$ cat config.mk
export PLATFORM = sky130hd
export DESIGN_NAME = ifu_fetch
export DESIGN_NICKNAME = d
export VERILOG_FILES = /design/src/rtl/ifu_fetch.sv
export SDC_FILE = /design/constraint.sdc
export NUM_CORES = 1
export LEC_CHECK = 0
export ABC_AREA = 1
export BUFFER_PORTS_ARGS = -buffer_cell sky130_fd_sc_hd__buf_4
export CAP_MARGIN = 0
export CORE_UTILIZATION = 59
export CTS_CLUSTER_SIZE = 16
export DETAILED_ROUTE_END_ITERATION = 10
export HOLD_SLACK_MARGIN = 0.06
export MAX_ROUTING_LAYER = met4
export PLACE_DENSITY = 0.85
export SYNTH_ARGS = -nofsm -noshare
export SYNTH_HDL_FRONTEND = slang
export SYNTH_SLANG_ARGS = --single-unit
$ cat constraint.sdc
create_clock -name clk -period 4.52 [get_ports clk]
set_input_delay 0.678 -clock clk [delete_from_list [all_inputs] [get_ports clk]]
set_output_delay 0.678 -clock clk [all_outputs]
set_load 0.1 [all_outputs]
$ cat src/rtl/ifu_fetch.sv
// Instruction fetch stage: drives a request/acknowledge instruction memory,
// owns the fetch PC and the IF/ID pipeline register. A one-entry buffer holds
// a word that returns while decode is stalled. A pending-redirect register
// remembers a branch target when no instruction was delivered that cycle, so
// the delay-slot word is never lost or fetched twice.
module ifu_fetch #(
  parameter logic [31:0] RESET_PC = 32'h0000_3000
) (
  input  logic        clk,
  input  logic        reset,
  input  logic        iPC_en,
  input  logic        iREGD_en,
  input  logic        iRedirect,
  input  logic [31:0] iRedirect_pc,
  output logic        oIM_req,
  output logic [31:0] oIM_addr,
  input  logic        iIM_ack,
  input  logic [31:0] iIM_rdata,
  output logic [31:0] oinstrD,
  output logic [31:0] oPCD,
  output logic [31:0] oPC8D,
  output logic        oValidD
);

  typedef enum logic [1:0] {
    F_IDLE = 2'd0,
    F_REQ  = 2'd1,
    F_FULL = 2'd2
  } fetchState_t;

  fetchState_t state_r;
  logic [31:0] pc_r;
  logic [31:0] buf_r;
  logic        redirPend_r;
  logic [31:0] redirPc_r;
  logic        imReq_r;
  logic [31:0] instrD_r;
  logic [31:0] pcD_r;
  logic        validD_r;

  logic        advance_s;
  logic        redirNow_s;
  logic [31:0] redirTarget_s;
  logic [31:0] nextPc_s;
  logic        deliver_s;
  logic [31:0] deliverInstr_s;

  // Stall decode, redirect sampling and next-PC selection.
  always_comb begin
    advance_s     = iPC_en && iREGD_en;
    redirNow_s    = iRedirect && iPC_en;
    // Targets are word aligned; the low two bits are dropped.
    redirTarget_s = iRedirect_pc & ~32'h0000_0003;
    if (redirNow_s) begin
      nextPc_s = redirTarget_s;
    end else if (redirPend_r) begin
      nextPc_s = redirPc_r;
    end else begin
      nextPc_s = pc_r + 32'd4;
    end
  end

  // Decide whether an instruction enters IF/ID this cycle and from where.
  always_comb begin
    deliver_s      = 1'b0;
    deliverInstr_s = buf_r;
    case (state_r)
      F_REQ: begin
        deliver_s      = iIM_ack && advance_s;
        deliverInstr_s = iIM_rdata;
      end
      F_FULL: begin
        deliver_s      = advance_s;
        deliverInstr_s = buf_r;
      end
      default: begin
        deliver_s      = 1'b0;
        deliverInstr_s = buf_r;
      end
    endcase
  end

  // Fetch FSM, PC, buffer, pending redirect and IF/ID register.
  always_ff @(posedge clk or negedge reset) begin
    if (!reset) begin
      state_r     <= F_IDLE;
      pc_r        <= RESET_PC;
      buf_r       <= 32'h0000_0000;
      redirPend_r <= 1'b0;
      redirPc_r   <= 32'h0000_0000;
      imReq_r     <= 1'b0;
      instrD_r    <= 32'h0000_0000;
      pcD_r       <= 32'h0000_0000;
      validD_r    <= 1'b0;
    end else begin
      // IF/ID: real instruction, bubble, or hold on stall.
      if (advance_s) begin
        if (deliver_s) begin
          instrD_r <= deliverInstr_s;
          pcD_r    <= pc_r;
          validD_r <= 1'b1;
        end else begin
          instrD_r <= 32'h0000_0000;
          validD_r <= 1'b0;
        end
      end

      // A delivery consumes next_pc; otherwise a sampled redirect must wait.
      if (deliver_s) begin
        redirPend_r <= 1'b0;
      end else if (redirNow_s) begin
        redirPend_r <= 1'b1;
        redirPc_r   <= redirTarget_s;
      end

      case (state_r)
        F_IDLE: begin
          state_r <= F_REQ;
          imReq_r <= 1'b1;
        end
        F_REQ: begin
          if (iIM_ack) begin
            if (advance_s) begin
              pc_r    <= nextPc_s;
              imReq_r <= 1'b1;
            end else begin
              // pc_r stays at the buffered word's address until delivery.
              buf_r   <= iIM_rdata;
              state_r <= F_FULL;
              imReq_r <= 1'b0;
            end
          end
        end
        F_FULL: begin
          if (advance_s) begin
            pc_r    <= nextPc_s;
            state_r <= F_REQ;
            imReq_r <= 1'b1;
          end
        end
        default: begin
          state_r <= F_IDLE;
          imReq_r <= 1'b0;
        end
      endcase
    end
  end

  assign oIM_req  = imReq_r;
  assign oIM_addr = pc_r;
  assign oinstrD  = instrD_r;
  assign oPCD     = pcD_r;
  assign oValidD  = validD_r;
  assign oPC8D    = pcD_r + 32'd8;

endmodule

==> impl_metrics.toml, run 1 <==
[drt]
wl_met1_um = 9870
drt_iter0_markers = 770
wl_um = 23300
met2_length_um = 11000
drc = 0
wl_per_cell_um = 15.4
antenna_left = 0
first_pass_iters = 6
vias = 8249
top_layer = "met4"
wl_met3_um = 1750
via_per_inst = 5.47

[sta]
rsz0062_at_grt = "no"
hold_viol_final = 0
max_slew_margin_pct = 22.3
finalSetupTns_ns = 0
setup_viol = 0
post-route-period-util_pct = 66.5
worst_pin_slew_ns = 1.16
drv_slew = 0
post-route-min-period_ns = 3.00
fin_skew_ns = 0.00895
fmaxAchievable_mhz = 333

[global_route]
antenna_found_initial = 0
overflow = 0
grt_pass1_vias = 7440
grt_usage_pct = 33.3
grt_max_degree = 100
grt_pass1_wl_um = 36900

[place]
dp.final_hpwl_um = 16100
port_buffers = 191
routabilityCongestion = 0.951

[floorplan]
coreArea_um2 = 14000
die_h_um = 123
pin_count = 200
initial_core_util_pct = 61.4
die-area_um2 = 15100
die_w_um = 123
num_rows = 43

[clocking]
numCtsBuffers = 17
cts_hold_buffers = 0
post_cts_buffers = 0
ctsResizeCount = 0
cts_buffer_depth = 2
cts_root_buf = "clkbuf_16"
cts_tree = "built"
clk_pin_slew_ns = 0.06
cts_sinks = 159
htreeDepth = 4
clock_latency_ns = 0.43

[logic_synthesis]
synthDistinctLibCells = 44
synth_compound_area_share_pct = 12.9
syn_area_um2 = 8620
yosys.area.top_type = "dfrtp_1"
yosysSeqAreaShare_pct = 46.2
async_flop_share_pct = 100
ys.flop_type = "dfrtp_1"
synth_top_family_by_area = "simple AND/OR/NAND/NOR gates"
yosys.area_share.simple_pct = 26.7
synth_mux_area_share_pct = 0.784
synthTopCellsByCount = "nand2_1 (359), dfrtp_1 (157), o21ai_0 (152)"
synth_top_area_share_pct = 45.6
synth_seq_cells = 159
netlist_instances = 1146
synth.avg_cell_area_um2 = 7.52
yosys-top-cells-area = "dfrtp_1 (46%), nand2_1 (16%), o21ai_0 (8.8%), inv_1 (5.4%), nor2_1 (3.4%)"
synthMostInstantiatedCell = "nand2_1"
synth_edf_count = 0
synthXorXnorAreaFrac_pct = 3.54
yosysWarnings = 0
synth_adder_area_share_pct = 1.02

[setup_path]
r2r_start = "state_r[1]"
cpPeakStageDelay_ns = 0.45
crit_top_cell = "nand2_2"
worstPathMaxFanout = 6
required_ns = 3.84
worst-setup-path-type = "reg -> out"
crit_arrival_ns = 2.33
cp-startpoint = "oPCD[3]"
cp_slowest_cell = "dfrtp_1"
crit_path_cell_trace = "ha_1 -> nand2_2 -> nor2_4 -> inv_2 -> nor2_2 -> nand2_2 -> nor2_4 -> nand2_2 -> xor2_1 -> buf_4"
cp-end-kind = "primary output"
cp-start-kind = "register"

[layout]
area_delta_synth_final_pct = 23.8
drive_gt1_share_pct = 21.0
antennaDiodeCount = 0
num-fill-cells = 1145
nets = 1391
final_core_util_pct = 76.0

[job]
maxCapViolations = 0

[status]
status = "finished clean"

[min_path]
holdCritPathClass = "in -> async"
## path summary, 6_finish.rpt
kind,to,slack [ns],cells past startpoint
max in group asynchronous,oIM_addr[12],3.16,2
min in group clk,oinstrD[21],0.48,2
hold reg to reg,oinstrD[21],0.48,2
hold / removal,oinstrD[8],0.34,1
setup reg to reg,redirPc_r[4],1.53,8
setup / recovery,oPC8D[23],1.52,10
## cell type report
cell class	instances	area (um^2)	area share, %
Clock buffer	22	474	4.44
Multi-Input combinational cell	807	3910	36.6
Tap cell	180	225	2.11
Inverter	130	488	4.57
Timing Repair Buffer	199	1500	14.0
Clock inverter	10	104	0.973
Sequential cell	159	3980	37.3
## kinds of logic (layout without fill, tap and decap cells)
kind of cell,after synthesis,in the layout
AO/OA/AOI/OAI,216,216
XOR/XNOR,34,34
adder cells (fa/ha/maj),7,7
buffers and inverters,185,361
flip-flops,159,159
multiplexers,6,6
other,1,6
AND/OR/NAND/NOR,538,538
## metal layers
metal	vias to the layer above	global-route usage (%)
met5	-	-
met4	0	12.9
met3	48	5.02
met2	375	51.3
met1	3872	44.5
li1	3954	-
## critical path, delay by kind of cell (launching register included)
kind | cells | cell delay [ns]
AND/OR/NAND/NOR | 6 | 0.69
flip-flops | 1 | 0.45
buffers and inverters | 2 | 0.36
adder cells (fa/ha/maj) | 1 | 0.26
XOR/XNOR | 1 | 0.13
## flip-flops by register name, summed over array words and instances (netlist names)
register     flops
buf_r           32
oIM_addr        30
oIM_req          1
oPCD            30
oValidD          1
oinstrD         32
redirPc_r       30
redirPend_r      1
state_r          2
## cell usage in the layout (no fill, tap or decap), drive strengths merged, types with 3 or more instances in the layout
cell type  count
clkinv         3
nor2          95
conb           6
nand2        368
ha             7
nand4          8
inv          133
buf          199
clkbuf        22
nor4           3
clkinvlp       3
mux2           6
nor3           7
nand3         53
a22oi          4
o21ai        157
xor2          24
a21oi         48
dfrtp        157
xnor2         10
## through the flow
stage	cell area, um^2	worst slack, ns	instances	hold slack (ns)
CTS	10700	1.49	1507	0.385
global route	10700	1.36	1507	0.441
detailed placement	10100	1.60	1475	0.470
global placement	10100	1.69	1475	0.461
finish	10700	1.52	1507	0.338
floorplan	8640	0.293	1151	0.382
Power of run 1 is left out: the tool's default activity adds up to more than one toggle a clock period on the data nets, which glitch-free logic cannot reach.
==> run 2: changes to the inputs <==
--- a/config.mk
+++ b/config.mk
@@ -8,12 +8,12 @@
 export ABC_AREA = 1
 export BUFFER_PORTS_ARGS = -buffer_cell sky130_fd_sc_hd__buf_4
 export CAP_MARGIN = 0
-export CORE_UTILIZATION = 59
+export CORE_UTILIZATION = 49
 export CTS_CLUSTER_SIZE = 16
 export DETAILED_ROUTE_END_ITERATION = 10
 export HOLD_SLACK_MARGIN = 0.06
 export MAX_ROUTING_LAYER = met4
-export PLACE_DENSITY = 0.85
+export PLACE_DENSITY = 0.76
 export SYNTH_ARGS = -nofsm -noshare
 export SYNTH_HDL_FRONTEND = slang
 export SYNTH_SLANG_ARGS = --single-unit
==> constraint.sdc (replaced) <==
create_clock -name clk -period 2.5 [get_ports clk]
set_input_delay 0.375 -clock clk [delete_from_list [all_inputs] [get_ports clk]]
set_output_delay 0.375 -clock clk [all_outputs]
set_load 0.1 [all_outputs]
==> impl_metrics.toml, run 2 (synthesis gave the netlist of run 1 again) <==
[clocking]
cts_buffer_depth = 2
cts_tree = "built"
cts_root_buf = "clkbuf_16"
clock_latency_ns = 0.43
cts_sinks = 159
htreeDepth = 4
clk_pin_slew_ns = 0.06
numCtsBuffers = 17

[setup_path]
cp-end-kind = "primary output"
worst-setup-path-type = "reg -> out"
cpPeakStageDelay_ns = 0.45
crit_arrival_ns = 2.11
path_buf_inv = 2
crit_path_cell_trace = "ha_4 -> nand2_4 -> nor2_4 -> inv_2 -> nor2_4 -> nand2_4 -> nor2_4 -> nand2_4 -> xor2_4 -> buf_12"
cp-startpoint = "oPCD[4]"
crit_family = "simple AND/OR/NAND/NOR gates"
r2r_setup_slack_ns = 0.48
cp_slowest_cell = "dfrtp_4"
worstPathMaxFanout = 4
required_ns = 2.12
cp-start-kind = "register"
r2r_start = "state_r[1]"

[job]
maxCapViolations = 0

[sta]
rsz0062_at_grt = "yes"
finalSetupTns_ns = 0
fmaxAchievable_mhz = 402
post-route-period-util_pct = 99.6
setup_viol = 0
drv_slew = 0
max_slew_margin_pct = 59.2
post-route-min-period_ns = 2.49
fin_skew_ns = 0.00923
hold_viol_final = 0
worst_pin_slew_ns = 0.612

[layout]
num-fill-cells = 1418
seq_area_um2 = 4050
nets = 1427
area_delta_synth_final_pct = 36.3
multi_input_area_um2 = 4420
layout_common_cells = "nand2_1 (353), buf_4 (217), o21ai_0 (152)"
mostFrequentLayoutCell = "nand2_1"
antennaDiodeCount = 0
drive_gt1_share_pct = 28.3

[drt]
drc = 0
vias = 8142
antenna_left = 0
via_per_inst = 5.13
first_pass_iters = 5
wl_per_cell_um = 15.1
drt_iter0_markers = 571
wl_um = 24000

[place]
dp.final_hpwl_um = 17000
port_buffers = 191
routabilityCongestion = 0.914

[floorplan]
initial_core_util_pct = 50.0
pin_count = 200
num_rows = 48
die_w_um = 135
die_h_um = 135
coreArea_um2 = 17200
die-area_um2 = 18100

[min_path]
holdCritPathClass = "in -> reg"
hp-start = "iRedirect_pc[2]"

[global_route]
grt_pass1_vias = 7430
overflow = 0
grt_max_degree = 89
antenna_found_initial = 0
grt_usage_pct = 28.0
grt_pass1_wl_um = 38300

[status]
status = "finished clean"
## run 2: routing by layer
layer / track usage, % / wire (um) / part of all wire, %
met5: - / 0 / 0
met4: 10.4 / 641 / 2.7
met3: 4.69 / 1130 / 4.7
met2: 41.4 / 11100 / 46
met1: 38.8 / 11100 / 46
## run 2: what timing repair did
action,in CTS,in global routing
pin swaps,10,14
endpoints found under the hold margin,61,0
endpoints found under the setup margin,14,15
buffers inserted,11,13
resized for setup,37,22
hold buffers,1,0
## run 2: final cells by class
class                           instances  share of cell area [%]
Sequential cell                       159                    34.5
Timing Repair Buffer                  235                    16.4
Multi-Input combinational cell        807                    37.6
Tap cell                              225                    2.40
Clock buffer                           18                    3.65
Clock inverter                         14                    1.27
Inverter                              130                    4.17
## run 2: path summary, 6_finish.rpt
path                           endpoint  cells after the start
setup / recovery              oPC8D[23]                     10
min in group asynchronous      oPCD[22]                      2
hold reg to reg               buf_r[10]                      2
hold / removal             redirPc_r[2]                      2
max in group asynchronous  oIM_addr[13]                      3
setup reg to reg           oIM_addr[28]                      9
## run 2: through the flow
step	hold WS (ns)	cell area, um^2	cells	utilization, %	setup slack (ns)
floorplan	0.0794	9130	1151	-	-0.144
finish	0.184	11800	1588	68.2	0.0105
CTS	0.178	11600	1575	67.2	-0.0410
global placement	0.404	10800	1531	62.4	0.238
detailed placement	0.406	10800	1531	62.4	0.161
global route	0.178	11800	1588	68.2	-0.0626
Power of run 2 is left out for the same reason.
==> run 3: changes to the inputs <==
--- a/config.mk
+++ b/config.mk
@@ -8,6 +8,7 @@
 export ABC_AREA = 1
 export BUFFER_PORTS_ARGS = -buffer_cell sky130_fd_sc_hd__buf_4
 export CAP_MARGIN = 0
+export CORE_MARGIN = 1.5
 export CORE_UTILIZATION = 49
 export CTS_CLUSTER_SIZE = 16
 export DETAILED_ROUTE_END_ITERATION = 10
==> impl_metrics.toml, run 3 (synthesis gave the netlist of run 1 again) <==
[clocking]
cts_tree = "built"
clk_pin_slew_ns = 0.06
cts_sinks = 159
cts_root_buf = "clkbuf_16"
htreeDepth = 4
clock_latency_ns = 0.43
cts_buffer_depth = 2
numCtsBuffers = 17

[layout]
multi_input_area_um2 = 4430
area_delta_synth_final_pct = 37.2
num-fill-cells = 1440
nets = 1430
drive_gt1_share_pct = 28.4
layout_common_cells = "nand2_1 (355), buf_4 (216), o21ai_0 (152)"
antennaDiodeCount = 0
final_core_util_pct = 68.6
finalNonFillerCells = 1590
mostFrequentLayoutCell = "nand2_1"
seq_area_um2 = 4050

[floorplan]
die_h_um = 136
die_w_um = 136
initial_core_util_pct = 50.0
num_rows = 48
die-area_um2 = 18400
pin_count = 200
coreArea_um2 = 17200

[status]
status = "finished clean"

[sta]
setup_viol = 0
finalSetupTns_ns = 0
hold_viol_final = 0
fin_skew_ns = 0.0102
max_slew_margin_pct = 62.4
post-route-period-util_pct = 99.1
drv_slew = 0
fmaxAchievable_mhz = 404
worst_pin_slew_ns = 0.564
rsz0062_at_grt = "yes"
post-route-min-period_ns = 2.48

[min_path]
holdCritPathClass = "in -> reg"

[global_route]
grt_max_degree = 65
grt_pass1_vias = 7575
grt_usage_pct = 27.8
antenna_found_initial = 0
overflow = 0
grt_pass1_wl_um = 38800

[drt]
via_per_inst = 5.19
antenna_left = 0
vias = 8246
wl_um = 24600
drc = 0
drt_iter0_markers = 738
wl_per_cell_um = 15.5
first_pass_iters = 5

[setup_path]
crit_path_cell_trace = "ha_4 -> nand2_4 -> nor2_4 -> inv_2 -> nor2_4 -> nand2_4 -> nor2_4 -> buf_12 -> xor2_4 -> buf_12"
crit_arrival_ns = 2.10
reg2regPathDepth = 9
r2r-end = "oIM_addr[2]"
endpoint = "oPC8D[21]"
cp-end-kind = "primary output"
cpPeakStageDelay_ns = 0.43
r2r_start = "state_r[1]"
required_ns = 2.12
cp-start-kind = "register"
worst-setup-path-type = "reg -> out"
cp-startpoint = "oPCD[3]"
worstPathMaxFanout = 3
crit_top_cell = "nor2_4"
r2r_setup_slack_ns = 0.36
cp_slowest_cell = "dfrtp_4"

[job]
maxCapViolations = 0

[place]
routabilityCongestion = 0.917
dp.cells = 1531
dp.final_hpwl_um = 17500
port_buffers = 191
==> run 3: how the worst min path moves through the flow <==
stage	startpoint	to	slack [ns]	cells after the start
after floorplan	reset	buf_r[0]	0.08	0
final	iRedirect_pc[4]	redirPc_r[4]	0.19	2
after CTS	iRedirect_pc[4]	redirPc_r[4]	0.18	2
after detailed placement	reset	oinstrD[7]	0.39	1
after global routing	iRedirect_pc[4]	redirPc_r[4]	0.18	2
after global placement	reset	oinstrD[7]	0.39	1
==> run 3: timing repair <==
action,4_1_cts,5_1_grt
hold buffers,1,0
pin swaps,10,12
setup endpoints to repair,14,14
buffers inserted,11,16
endpoints found under the hold margin,54,0
gates resized for setup,42,20
gates cloned,0,0
==> run 3: worst max-delay path, delay by kind of cell (launching register included) <==
kind                     cells  cell delay, ns
XOR/XNOR                     1            0.14
adder cells (fa/ha/maj)      1            0.15
buffers and inverters        3            0.37
flip-flops                   1            0.43
AND/OR/NAND/NOR              5            0.58
==> run 3: layer usage <==
| layer | up-vias | routed length [um] | GRT usage [%] |
|---|---|---|---|
| li1 | 4009 | - | - |
| met1 | 3895 | 11100 | 38.8 |
| met2 | 288 | 11300 | 41.2 |
| met3 | 54 | 1390 | 3.70 |
| met4 | 0 | 788 | 11.1 |
| met5 | - | 0 | - |
==> run 3: stage by stage <==
stage | setup WS, ns | instance area, um^2 | hold WS, ns
after floorplan | -0.144 | 9130 | 0.0794
after global routing | -0.0385 | 11800 | 0.181
after global placement | 0.234 | 10800 | 0.389
after CTS | -0.00658 | 11600 | 0.182
after detailed placement | 0.182 | 10800 | 0.387
final | 0.0235 | 11800 | 0.191
==> run 3: final cells by class <==
| class | count | share of cell area (%) |
|---|---|---|
| tap | 225 | 2.38 |
| inverter | 130 | 4.15 |
| clock buffer | 17 | 3.60 |
| sequential | 159 | 34.3 |
| timing repair buffer | 238 | 16.8 |
| clock inverter | 14 | 1.26 |
| multi-input combinational | 807 | 37.5 |
Power of run 3 is left out for the same reason.
